`config.mk`:
```
export PLATFORM = sky130hd
export DESIGN_NAME = strip_write_arbiter
export DESIGN_NICKNAME = d
export VERILOG_FILES = /design/src/rtl/strip_pkg.sv /design/src/rtl/strip_rr_picker.sv /design/src/rtl/strip_write_arbiter.sv
export SDC_FILE = /design/constraint.sdc
export NUM_CORES = 1
export LEC_CHECK = 0
export ABC_AREA = 1
export CORE_MARGIN = 2
export CORE_UTILIZATION = 40
export CTS_CLUSTER_SIZE = 24
export DETAILED_ROUTE_END_ITERATION = 16
export GPL_TIMING_DRIVEN = 0
export PLACE_DENSITY = 0.8
export SYNTH_ARGS = -nofsm -noshare
export SYNTH_HDL_FRONTEND = slang
export SYNTH_SLANG_ARGS = --single-unit
```
`constraint.sdc`:
```
create_clock -name pixel_clk_i -period 1.8 [get_ports pixel_clk_i]
set_input_delay 0.36 -clock pixel_clk_i [delete_from_list [all_inputs] [get_ports pixel_clk_i]]
set_output_delay 0.36 -clock pixel_clk_i [all_outputs]
set_load 0.005 [all_outputs]
```
`src/rtl/strip_pkg.sv`:
```
// strip_pkg
//   Shared definitions for the strip write path: arbiter FSM state encoding,
//   pixel and LED address widths, burst counter width, and an index-width helper.
package strip_pkg;

   localparam int unsigned PIXEL_W     = 24;
   localparam int unsigned LED_ADDR_W  = 9;
   localparam int unsigned BURST_CNT_W = 8;

   typedef enum logic [1:0] {
      ST_IDLE  = 2'd0,
      ST_BURST = 2'd1,
      ST_GAP   = 2'd2
   } arb_state_t;

   // Width of an index into n items (at least 1 bit).
   function automatic int unsigned idx_w(input int unsigned n);
      return (n > 1) ? $clog2(n) : 1;
   endfunction

endpackage

```
`src/rtl/strip_rr_picker.sv`:
```
// strip_rr_picker
//   Combinational round-robin pick: returns the first set request searching
//   upward from last_i+1, wrapping to bit 0.
//   req_i       in  NUM_REQ  request vector
//   last_i      in  REQ_W    index of the most recent grant
//   pick_o      out NUM_REQ  one-hot winner (0 when no request)
//   pick_idx_o  out REQ_W    binary index of the winner
//   valid_o     out 1        some request is set
module strip_rr_picker
   import strip_pkg::*;
#(
   parameter  int unsigned NUM_REQ = 2,
   localparam int unsigned REQ_W   = idx_w(NUM_REQ)
) (
   input  logic [NUM_REQ-1:0] req_i,
   input  logic [REQ_W-1:0]   last_i,
   output logic [NUM_REQ-1:0] pick_o,
   output logic [REQ_W-1:0]   pick_idx_o,
   output logic               valid_o
);

   logic [NUM_REQ-1:0] upper;
   logic               found;

   // Requests above the last grant take priority; otherwise wrap to the lowest.
   always_comb begin
      pick_o     = '0;
      pick_idx_o = '0;
      found      = 1'b0;
      upper      = '0;
      for (int unsigned j = 0; j < NUM_REQ; j++) begin
         upper[j] = req_i[j] && (REQ_W'(j) > last_i);
      end
      for (int unsigned j = 0; j < NUM_REQ; j++) begin
         if (!found && upper[j]) begin
            found      = 1'b1;
            pick_o[j]  = 1'b1;
            pick_idx_o = REQ_W'(j);
         end
      end
      for (int unsigned j = 0; j < NUM_REQ; j++) begin
         if (!found && req_i[j]) begin
            found      = 1'b1;
            pick_o[j]  = 1'b1;
            pick_idx_o = REQ_W'(j);
         end
      end
      valid_o = found;
   end

endmodule

```
`src/rtl/strip_write_arbiter.sv`:
```
// strip_write_arbiter
//   Round-robin arbiter sharing the pixel write path into the strip drivers.
//   Grants one requester for a burst of up to MAX_BURST pixels, forwards each
//   accepted pixel one cycle later with a one-hot strip strobe, and inserts a
//   one-cycle GAP after every burst.
//   Optional feature macro: ADDR_CHECK_EN (range-check LED addresses, sticky
//   addr_err_o); when undefined addresses pass unchecked and addr_err_o is 0.
//   pixel_clk_i          in   pixel clock
//   rst_n_i              in   async active-low reset
//   req_i/req_valid_i    in   per-requester request / pixel-valid
//   req_strip_i          in   packed strip index per requester
//   req_addr_i           in   packed LED address per requester
//   req_rgb_i            in   packed {r,g,b} per requester
//   grant_o              out  one-hot registered grant
//   req_ready_o          out  grant qualified by BURST state
//   led_address_o        out  forwarded LED address
//   pixel_r_o/g_o/b_o    out  forwarded colour
//   led_address_valid_o  out  one-hot per-strip write strobe
//   busy_o               out  arbiter not idle
//   addr_err_o           out  sticky out-of-range address flag
module strip_write_arbiter
   import strip_pkg::*;
#(
   parameter  int unsigned NUM_REQ    = 2,
   parameter  int unsigned NUM_STRIPS = 4,
   parameter  int unsigned LED_COUNT  = 300,
   parameter  int unsigned MAX_BURST  = 16,
   localparam int unsigned STRIP_W    = idx_w(NUM_STRIPS),
   localparam int unsigned REQ_W      = idx_w(NUM_REQ)
) (
   input  logic                             pixel_clk_i,
   input  logic                             rst_n_i,
   input  logic [NUM_REQ-1:0]               req_i,
   input  logic [NUM_REQ-1:0]               req_valid_i,
   input  logic [NUM_REQ*STRIP_W-1:0]       req_strip_i,
   input  logic [NUM_REQ*LED_ADDR_W-1:0]    req_addr_i,
   input  logic [NUM_REQ*PIXEL_W-1:0]       req_rgb_i,
   output logic [NUM_REQ-1:0]               grant_o,
   output logic [NUM_REQ-1:0]               req_ready_o,
   output logic [LED_ADDR_W-1:0]            led_address_o,
   output logic [7:0]                       pixel_r_o,
   output logic [7:0]                       pixel_g_o,
   output logic [7:0]                       pixel_b_o,
   output logic [NUM_STRIPS-1:0]            led_address_valid_o,
   output logic                             busy_o,
   output logic                             addr_err_o
);

`ifdef ADDR_CHECK_EN
   localparam bit ADDR_CHECK = 1'b1;
`else
   localparam bit ADDR_CHECK = 1'b0;
`endif

   localparam logic [LED_ADDR_W:0]    ADDR_LIM = (LED_ADDR_W+1)'(LED_COUNT);
   localparam logic [BURST_CNT_W-1:0] MAX_B    = BURST_CNT_W'(MAX_BURST);

   arb_state_t                state_q, state_d;
   logic [NUM_REQ-1:0]        grant_q, grant_d;
   logic [REQ_W-1:0]          last_q, last_d;
   logic [BURST_CNT_W-1:0]    cnt_q, cnt_d;
   logic [LED_ADDR_W-1:0]     addr_q, addr_d;
   logic [PIXEL_W-1:0]        rgb_q, rgb_d;
   logic [NUM_STRIPS-1:0]     strobe_q, strobe_d;
   logic                      err_q, err_d;

   logic [NUM_REQ-1:0]        pick;
   logic [REQ_W-1:0]          pick_idx;
   logic                      pick_valid;

   logic                      sel_req, sel_valid, accept, addr_ok;
   logic [STRIP_W-1:0]        sel_strip;
   logic [LED_ADDR_W-1:0]     sel_addr;
   logic [PIXEL_W-1:0]        sel_rgb;

   strip_rr_picker #(
      .NUM_REQ (NUM_REQ)
   ) u_picker (
      .req_i      (req_i),
      .last_i     (last_q),
      .pick_o     (pick),
      .pick_idx_o (pick_idx),
      .valid_o    (pick_valid)
   );

   // Current granted requester's inputs, selected through the one-hot grant.
   always_comb begin
      sel_req   = |(req_i & grant_q);
      sel_valid = |(req_valid_i & grant_q);
      sel_strip = '0;
      sel_addr  = '0;
      sel_rgb   = '0;
      for (int unsigned k = 0; k < NUM_REQ; k++) begin
         if (grant_q[k]) begin
            sel_strip = req_strip_i[k*STRIP_W +: STRIP_W];
            sel_addr  = req_addr_i[k*LED_ADDR_W +: LED_ADDR_W];
            sel_rgb   = req_rgb_i[k*PIXEL_W +: PIXEL_W];
         end
      end
   end

   assign accept  = (state_q == ST_BURST) && sel_req && sel_valid;
   assign addr_ok = !ADDR_CHECK || ({1'b0, sel_addr} < ADDR_LIM);

   always_comb begin
      state_d  = state_q;
      grant_d  = grant_q;
      last_d   = last_q;
      cnt_d    = cnt_q;
      addr_d   = addr_q;
      rgb_d    = rgb_q;
      strobe_d = '0;
      err_d    = err_q;
      case (state_q)
         ST_IDLE: begin
            if (pick_valid) begin
               grant_d = pick;
               last_d  = pick_idx;
               cnt_d   = '0;
               state_d = ST_BURST;
            end
         end
         ST_BURST: begin
            if (accept) begin
               cnt_d  = cnt_q + 1'b1;
               addr_d = sel_addr;
               rgb_d  = sel_rgb;
               // Strip indices >= NUM_STRIPS match no bit, so no strobe fires.
               for (int unsigned s = 0; s < NUM_STRIPS; s++) begin
                  if (addr_ok && (sel_strip == STRIP_W'(s))) strobe_d[s] = 1'b1;
               end
               if (!addr_ok) err_d = 1'b1;
            end
            // Releasing req ends the burst; so does the MAX_BURST-th pixel,
            // which is still forwarded.
            if (!sel_req || (accept && (cnt_q + 1'b1 == MAX_B))) begin
               state_d = ST_GAP;
               grant_d = '0;
            end
         end
         ST_GAP: begin
            state_d = ST_IDLE;
         end
         default: begin
            state_d = ST_IDLE;
            grant_d = '0;
         end
      endcase
   end

   always_ff @(posedge pixel_clk_i or negedge rst_n_i) begin
      if (!rst_n_i) begin
         state_q  <= ST_IDLE;
         grant_q  <= '0;
         last_q   <= REQ_W'(NUM_REQ - 1);
         cnt_q    <= '0;
         addr_q   <= '0;
         rgb_q    <= '0;
         strobe_q <= '0;
         err_q    <= 1'b0;
      end else begin
         state_q  <= state_d;
         grant_q  <= grant_d;
         last_q   <= last_d;
         cnt_q    <= cnt_d;
         addr_q   <= addr_d;
         rgb_q    <= rgb_d;
         strobe_q <= strobe_d;
         err_q    <= err_d;
      end
   end

   assign grant_o             = grant_q;
   assign req_ready_o         = grant_q & {NUM_REQ{state_q == ST_BURST}};
   assign led_address_o       = addr_q;
   assign pixel_r_o           = rgb_q[23:16];
   assign pixel_g_o           = rgb_q[15:8];
   assign pixel_b_o           = rgb_q[7:0];
   assign led_address_valid_o = strobe_q;
   assign busy_o              = (state_q != ST_IDLE);
   assign addr_err_o          = err_q;

endmodule
```
Yosys cells after proc, flatten, opt, wreduce, memory -nomap -nowiden:

Index checks and enable logic that the tools add are counted.

* $add $sub $neg: 1
* multipliers: 0
* div/mod/pow operators: 0
* order comparisons: 2
* equality and inequality tests: 9
* shifts and indexed selects: 0
* mux-type cells: 30
* bitwise operators: 4
* reductions and logical operators: 24

Operators with widths (count)
* $mux 24: 2
* $mux 9: 2
* $mux 8: 2
* $pmux 8 s2: 1
* $mux 1: 13
* $mux 2: 6
* $add 8x1->8 const B: 1
* $eq 8x5->1 const B: 1
* $logic_and 1x1->1: 8
* $mux 4: 2
* $and 2x2->2: 3
* $eq 2x2->1 const B: 3
* $pmux 2 s3: 1
* $reduce_and 2->1: 3
* $reduce_and 3->1: 2
* $eq 2x1->1 const B: 2
* $logic_not 1->1: 4
* $logic_not 2->1: 2
* $ne 2x2->1 const B: 2
* $pmux 2 s2: 1
* $reduce_bool 2->1: 2
* $reduce_or 2->1: 2
* $gt 1x1->1 const A: 2
* $ne 2x1->1 const B: 1
* 2 further kinds: 2

* flip-flop bits (word level): 50
* latch bits: 0
* bits in writable memories: 0
* memory bits (read-only): 0
* bits of input ports: 76
* output and inout bits: 43
* logic and storage cells: 77
* memories: 0

Longest topological paths before layout:

Gate-level depths: netlist of the first run.

* depth in word-level cells: 14
* mapped depth: 12

Modules after synthesis:

From an unflattened synthesis of the first run, not the netlist that was laid out.

* cell total of the unflattened synthesis: 278
* area total of the unflattened synthesis: 2373.5 µm²

By module, submodules not included
* strip_write_arbiter: instances 1, cells an instance 271, area each 2341.0 µm², sequential area each 1252.5 µm²
* strip_rr_picker: instances 1, cells an instance 7, area each 32.5 µm², sequential area each 0.0 µm²

Worst setup path before layout of the first run:

OpenSTA, ideal clock, no wires.

* path type: register to register
* from: register cnt_q[0]
* to: register grant_q[0] (netlist: grant_o[0])
* library setup time: 0.121 ns
* data arrival time: 1.292 ns
* path slack: 0.387 ns
* stages on the path, launching flop included: 12
* path buffers: 0
* clock period less this slack: 1.413 ns
* path through: dfrtp_1 -> ha_1 -> nand3_1 -> nand2_1 -> nand2_1 -> nand2_1 -> nor2_1 -> nand3_1 -> nand2_1 -> nand2_1 -> nand2_1 -> nand2_1

* word-level cells in the longest chain between the ends: 6

Ends and longest elaborated chain
* start: declaration: line strip_write_arbiter.sv:61 `logic [BURST_CNT_W-1:0] cnt_q, cnt_d;`
* start signal: assignment: line strip_write_arbiter.sv:165 `cnt_q <= cnt_d;`
* $add 8x1->8: line strip_write_arbiter.sv:136 `if (!sel_req || (accept && (cnt_q + 1'b1 == MAX_B))) begin`
* $eq 8x5->1: line strip_write_arbiter.sv:136
* $logic_and 1x1->1: line strip_write_arbiter.sv:136
* $logic_or 1x1->1: line strip_write_arbiter.sv:136
* $ne 2x1->1 (no line)
* $reduce_and 3->1 (no line)
* end signal: assignment: line strip_write_arbiter.sv:163 `grant_q <= grant_d;`
* end: declaration: line strip_write_arbiter.sv:59 `logic [NUM_REQ-1:0] grant_q, grant_d;`

Every way passes these cells.
A chain may end at the register's enable or synchronous reset.

Worst setup path in the final report of the first run:

* from: register grant_q[1] (netlist: grant_o[1])
* to: register addr_q[6] (netlist: led_address_o[6])

* word-level cells in the longest chain between the ends: 5
* elaborated cells between the ends (all ways): 8

Ends and longest elaborated chain
* $and 2x2->2: line strip_write_arbiter.sv:88 `sel_req = |(req_i & grant_q);`
* $reduce_or 2->1: line strip_write_arbiter.sv:88
* $logic_and 1x1->1 (2 in series): line strip_write_arbiter.sv:102 `assign accept = (state_q == ST_BURST) && sel_req && sel_valid;`
* $reduce_and 2->1 (no line)
* end signal: assignment: line strip_write_arbiter.sv:166 `addr_q <= addr_d;`
* end: declaration: line strip_write_arbiter.sv:62 `logic [LED_ADDR_W-1:0] addr_q, addr_d;`

Several ways; a longest one is shown, not always the timed one.

==> out/qor.yml, run 1 <==
status:
  outcome: "completed"
worst_setup_path:
  cpLargestDelayFamily: "buffers and inverters"
  cp_num_buf_inv: 2
  cp_slowest_cell: "dfrtp_2"
  cp.required_ns: 2.02
  cpPeakStageDelay_ns: 0.43
  crit_start: "grant_o[1]"
  worstPathCellList: "buf_4 > nor2_2 > buf_2 > a22oi_1 > o21ai_0"
  r2r_cells: 5
  r2r-start: "grant_o[1]"
  cp_data_arrival_time_ns: 1.93
  crit_fanout: 10
  crit_end: "led_address_o[6]"
  r2r_end: "led_address_o[6]"
  crit_path_start_kind: "flip-flop"
  rrSetupSlack_ns: 0.08
  critical_path_depth: 5
  criticalPathCategory: "flip-flop to flip-flop"
  crit_path_end_kind: "flip-flop"
floorplan:
  start_util_pct: 42.15
  dieArea_sq_mm: 0.006504
  row_count: 27
  die_h_microns: 80.65
  coreArea_sq_mm: 0.005574
  io_pins: 119
  dieWidth_microns: 80.65
logic_synthesis:
  netlist-cell-type-count: 24
  syn-cell-area_sq_mm: 0.002350
  synth-xor-area-share_pct: 0.3727
  synthAdderAreaFrac_pct: 1.065
  synth_compound_area_share_pct: 21.67
  synth_seq_cells: 50
  synthSimpleGateAreaFrac_pct: 17.15
  syn_area_per_cell_sq_um: 8.639
  synth_top_family_by_area: "compound AO/OA/AOI/OAI gates"
  syn-num-nets: 350
  yosys-mux-area-fraction_pct: 0
  ys_seq_area_share_pct: 53.30
  synth_area_leaders: "dfrtp_1, nand2_1, a22oi_1, o21ai_0, inv_1"
  yosysWarningCount: 0
  synthCells: 272
  synth_top_cell_by_area: "dfrtp_1"
  synth_top_area_share_pct: 52.18
place:
  dp_worst_setup_slack_ns: -0.3894
  port-buffer-count: 117
  routabilityCongestion: 0.8325
  post-dp-hpwl_microns: 5342
global_routing:
  overflow: 0
  antenna_found_initial: 0
  grt_pass1_vias: 2335
  grt.total_usage_pct: 21.93
  grt_max_degree: 36
  grt_pass1_wl_microns: 10870
route:
  wl_per_cell_microns: 15.22
  antenna_left: 0
  drc_errors: 0
  drt_pass1_iterations: 4
  drt_iter0_markers: 162
  vias: 2467
  wl_microns: 7229
  vias_per_cell: 5.194
layout:
  drive_above_1_share_pct: 7.940
  layout_common_cells: "clkdlybuf4s50_1, nand2_1, dfrtp_1"
  areaGrowthSynthToFinish_pct: 61.45
  diodes: 0
  final_core_util_pct: 68.06
  nets: 480
  layout_commonest_cell: "clkdlybuf4s50_1"
sta:
  setup_violations: 0
  timing.final.hold_violations: 0
  period_share_pct: 95.42
  fmax_ghz: 0.5822
  drv_slew: 0
  layout_setup_ws_ns: 0.08238
  tns_ns: 0
  skew_ns: 0.006185
  fin_crit_ns: 1.718
pwr:
  p_sw_share_pct: 34.99
  internal_power_mw: 3.226
  p_leak_nw: 1.655
  p_sw_mw: 1.737
  power_density_mw_per_mm2: 1308
  seq_power_share_pct: 37.3
  pwr-share-comb_pct: 49.0
  clockPowerShare_pct: 13.7
  peakVddDrop_mv: 0.7684
clock_network:
  numClockSinks: 50
  clk_pin_slew_ns: 0.09
  cts_tree: "yes"
  root_buffer: "clkbuf_8"
  cts_max_path_buffers: 2
  htree_levels: 2
  clk_latency_ns: 0.31
  cts_buffers: 5
min_path:
  hold_path_class: "input port to flip-flop"
job:
  drv_cap: 0
power by group through the flow:
stage	Sequential [mW]	Clock [mW]	Combinational, mW
floorplan	1.86	0	0.924
global placement	1.84	0	2.27
detailed placement	1.86	0	2.33
CTS	1.85	0.691	2.42
global route	1.90	0.724	2.66
finish	1.85	0.682	2.43
layout make-up:
cell class              instances  area, sq um
plain buffers                  15        90.09
well taps                      72        90.09
clock inverters                 1        5.005
inverters                      19        71.32
flip-flops and latches         50         1255
multi-input cells             187        957.2
clock buffers                   7        86.33
fillers                       480         1780
repair buffers                124         1239
metrics by stage:
stage / hold WS, ns / cells / instance area [sq um] / total power, mW
2_1_floorplan: 0.06441 / 272 / 2350 / 2.787
3_3_place_gp: 0.4636 / 461 / 3611 / 4.104
3_5_place_dp: 0.3053 / 462 / 3626 / 4.189
4_1_cts: 0.4789 / 472 / 3757 / 4.958
5_1_grt: 0.4212 / 475 / 3794 / 5.290
6_report: 0.3971 / 475 / 3794 / 4.963
cells in the mapped netlist:
library cell and instances:
a21oi_2 1, nand2_1 73, nand4_1 2, buf_6 1, a21oi_1 1, clkbuf_1 7, o21bai_1 2, buf_2 4
buf_4 1, ha_1 2, o211ai_1 1, conb_1 1, o21ai_0 42, nor2_2 1, xor2_1 1, nor3_1 4
dfrtp_1 49, inv_1 19, nand2_2 1, nor2_1 13, dfstp_2 1, a22oi_1 35, buf_1 3, nand3_1 7
logic make-up after synthesis:
group | count (synthesis)
AO/OA/AOI/OAI | 82
XOR/XNOR | 1
adder cells (fa/ha/maj) | 2
buffers and inverters | 35
flip-flops | 50
other | 1
AND/OR/NAND/NOR | 101
worst min-delay path by stage:
stage,cells after the start,to,slack [ns],start
final,3,last_q,0.40,req_i[1]
after global routing,3,last_q,0.42,req_i[1]
after global placement,2,last_q,0.46,last_q
after detailed placement,1,cnt_q[4],0.31,rst_n_i
after CTS,2,last_q,0.48,last_q
after floorplan,0,cnt_q[0],0.06,rst_n_i
flip-flops by register name, indices dropped and copies added (netlist names):
register             flops
led_address_valid_o      4
state_q                  2
last_q                   1
led_address_o            9
grant_o                  2
rgb_q                   24
cnt_q                    8
repair_timing:
item | CTS | global route
hold endpoints to repair | 14 | 0
resized for setup | 10 | 9
gates cloned | 0 | 0
pin swaps | 0 | 2
setup buffers | 2 | 3
setup endpoints to repair | 3 | 24
hold buffers | 1 | 0
per-layer routing:
layer	up-vias	part of all wire [%]	GRT usage [%]
met5	-	0	0
met3	12	7.8	4.831
li1	1183	-	-
met2	95	50	39.50
met1	1177	40	25.76
met4	0	1.4	7.119
worst register-to-register path, cell delays in order (launching register included):
cell and delay [ns]:
dfrtp_2 0.43, buf_4 0.16, nor2_2 0.37, buf_2 0.32, a22oi_1 0.12, o21ai_0 0.23
Power figures use the tool's default switching activity.
==> inputs of run 2 (changes only) <==
CTS_CLUSTER_DIAMETER = 60   (was default)
SETUP_SLACK_MARGIN = 0.4   (was default)
SLEW_MARGIN = 20   (was default)
==> run 2 against run 1 <==
Net effect:
- combinational power grew 39%
- register-to-register slack is essentially flat
- cell area up 23%
- critical path type unchanged
- sequential power is 3% higher
- largest cell class unchanged
- sequential share of layout area is 6.2 points lower
- worst setup slack about the same
- wire length grew 34%
==> out/qor.yml, run 2 (synthesis gave the netlist of run 1 again) <==
status:
  outcome: "completed"
floorplan:
  coreArea_sq_mm: 0.005574  # unchanged
  die_h_microns: 80.65  # unchanged
  dieWidth_microns: 80.65  # unchanged
  start_util_pct: 42.15  # unchanged
  dieArea_sq_mm: 0.006504  # unchanged
  io_pins: 119  # unchanged
  row_count: 27  # unchanged
sta:
  timing.final.hold_violations: 0  # unchanged
  setup_violations: 0  # unchanged
  period_share_pct: 95.44  # about the same
  skew_ns: 0.01107  # +0.004885 ns
  drv_slew: 0  # unchanged
  rsz0062_at_grt: "true"
  fmax_ghz: 0.5821  # about the same
  fin_crit_ns: 1.718  # +0.0003841 ns
  fin_hold_ws_ns: 0.004538  # -0.3926 ns
  layout_setup_ws_ns: 0.08200  # -0.0003841 ns
layout:
  areaGrowthSynthToFinish_pct: 98.19
  drive_above_1_share_pct: 36.04  # +28 points
  layout_commonest_cell: "clkdlybuf4s50_1"
  top_register: "rgb_q"
  nets: 521  # +8.5%
  design_area_sq_mm: 0.004657  # +23%
  fillCellCount: 303  # -37%
  largest_reg_flops: 24  # unchanged
  layout_common_cells: "clkdlybuf4s50_1, dfrtp_1, dlygate4sd2_1"
  diodes: 0  # unchanged
worst_setup_path:
  worstPathCellList: "buf_6 > nand2_1 > nor2_2 > nand2_1 > nand2_1 > nand2_1 > nor2_2 > nand3_2 > nand2_2 > nand2_2 > nand2_1 > nand2_1"
  critical_path_depth: 12  # +7
  crit_start: "cnt_q[0]"
  cpLargestDelayFamily: "simple AND/OR/NAND/NOR gates"
  cp_slowest_cell: "dfrtp_1"
  crit_path_start_kind: "flip-flop"
  crit_path_end_kind: "flip-flop"
  rrSetupSlack_ns: 0.08  # about the same
  criticalPathCategory: "flip-flop to flip-flop"
  cp.required_ns: 1.99  # -0.03 ns
  cpPeakStageDelay_ns: 0.44  # about the same
  r2r_end: "grant_o[0]"
  cp_data_arrival_time_ns: 1.90  # -0.03 ns
  crit_end: "grant_o[0]"
  cp_num_buf_inv: 1  # -1
  r2r-start: "cnt_q[0]"
  r2r_cells: 12  # +7
  cp_common_cell: "nand2_1"
  crit_fanout: 5  # -5
route:
  top_layer_used: "met4"
  drc_errors: 0  # unchanged
  vias: 2858  # +16%
  wl_per_cell_microns: 18.84  # +24%
  wl_met1_microns: 3587  # +23%
  drt_pass1_iterations: 5  # +1
  drt_iter0_markers: 242  # +49%
  vias_per_cell: 5.539  # +6.6%
  wl_microns: 9721  # +34%
  antenna_left: 0  # unchanged
  dr_wl_met2_microns: 5123  # +40%
  wl_met3_microns: 659  # +17%
place:
  placed_area_sq_mm: 0.003632  # +0.17%
  port-buffer-count: 117  # unchanged
  routabilityCongestion: 0.8244  # -0.97%
  post-dp-hpwl_microns: 5036  # -5.7%
  dp_worst_setup_slack_ns: -0.2577  # +0.1317 ns
clock_network:
  cts_tree: "yes"
  clk_latency_ns: 0.30  # about the same
  root_buffer: "clkbuf_8"
  numClockSinks: 50  # unchanged
  postCtsHoldBufs: 0  # -1
  cts_buffers: 5  # unchanged
  htree_levels: 2  # unchanged
  cts_max_path_buffers: 2  # unchanged
  clk_pin_slew_ns: 0.09  # about the same
global_routing:
  overflow: 0  # unchanged
  antenna_found_initial: 0  # unchanged
  grt.total_usage_pct: 23.71  # +1.8 points
  grt_pass1_vias: 2490  # +6.6%
  grt_pass1_wl_microns: 11890  # +9.4%
  grt_max_degree: 32  # -11%
pwr:
  power_density_mw_per_mm2: 1312  # +0.31%
  total_power_mw: 6.111  # +23%
  peakVddDrop_mv: 0.8975  # +17%
  p_leak_nw: 2.189  # +32%
min_path:
  hold_path_class: "input port to async pin"
job:
  drv_cap: 0  # unchanged
-- run 2: changes by cell type in the layout (fill, tap and decap cells not counted), moves of 20 or more --
cell,before,now
o21ai_2,0,26
buf_4,6,26
dlygate4sd2_1,2,41
o21ai_0,42,0
nand2_1,72,40
clkdlybuf4s50_1,111,72
-- run 2: metrics by stage --
stage	setup TNS [ns]	instances	util, %
3_3_place_gp	-59.33	461	64.89
5_1_grt	-0.001831	516	83.55
4_1_cts	0	494	72.32
6_report	0	516	83.55
2_1_floorplan	0	272	-
3_5_place_dp	-7.538	462	65.16
-- run 2: what timing repair did --
action	4_1_cts	5_1_grt
setup endpoints to repair	91	53
gates resized for setup	127	126
pin swaps	10	36
setup buffers	22	16
gates cloned	2	6
-- run 2: how the worst min path moves through the flow --
stage | endpoint | depth (start not counted) | slack, ns | from
global placement | rgb_q[13] | 2 | 0.46 | rgb_q[13]
finish | led_address_valid_o[2] | 1 | 0.005 | rst_n_i
global route | led_address_valid_o[1] | 1 | 0.01 | rst_n_i
detailed placement | led_address_valid_o[2] | 1 | 0.34 | rst_n_i
CTS | led_address_valid_o[1] | 1 | 0.01 | rst_n_i
floorplan | cnt_q[0] | 0 | 0.06 | rst_n_i
-- run 2: layout make-up --
cell class / instances / area (sq um) / share of cell area, %
buffer: 16 / 188.9 / 4.057
clock buffer: 7 / 86.33 / 1.854
clock inverter: 1 / 30.03 / 0.6448
inverter: 19 / 75.07 / 1.612
multi-input combinational: 187 / 1300 / 27.92
sequential: 50 / 1254 / 26.92
tap: 72 / 90.09 / 1.934
timing repair buffer: 164 / 1633 / 35.06
-- run 2: per-layer routing --
layer,up-vias,global-route usage [%]
li1,1274,-
met1,1389,27.99
met2,161,42.08
met3,34,4.607
met4,0,9.492
met5,-,0
-- run 2: where the power goes --
part | internal, mW | switching, mW
clock network | 0.454 | 0.373
registers | 1.57 | 0.346
logic | 1.75 | 1.62
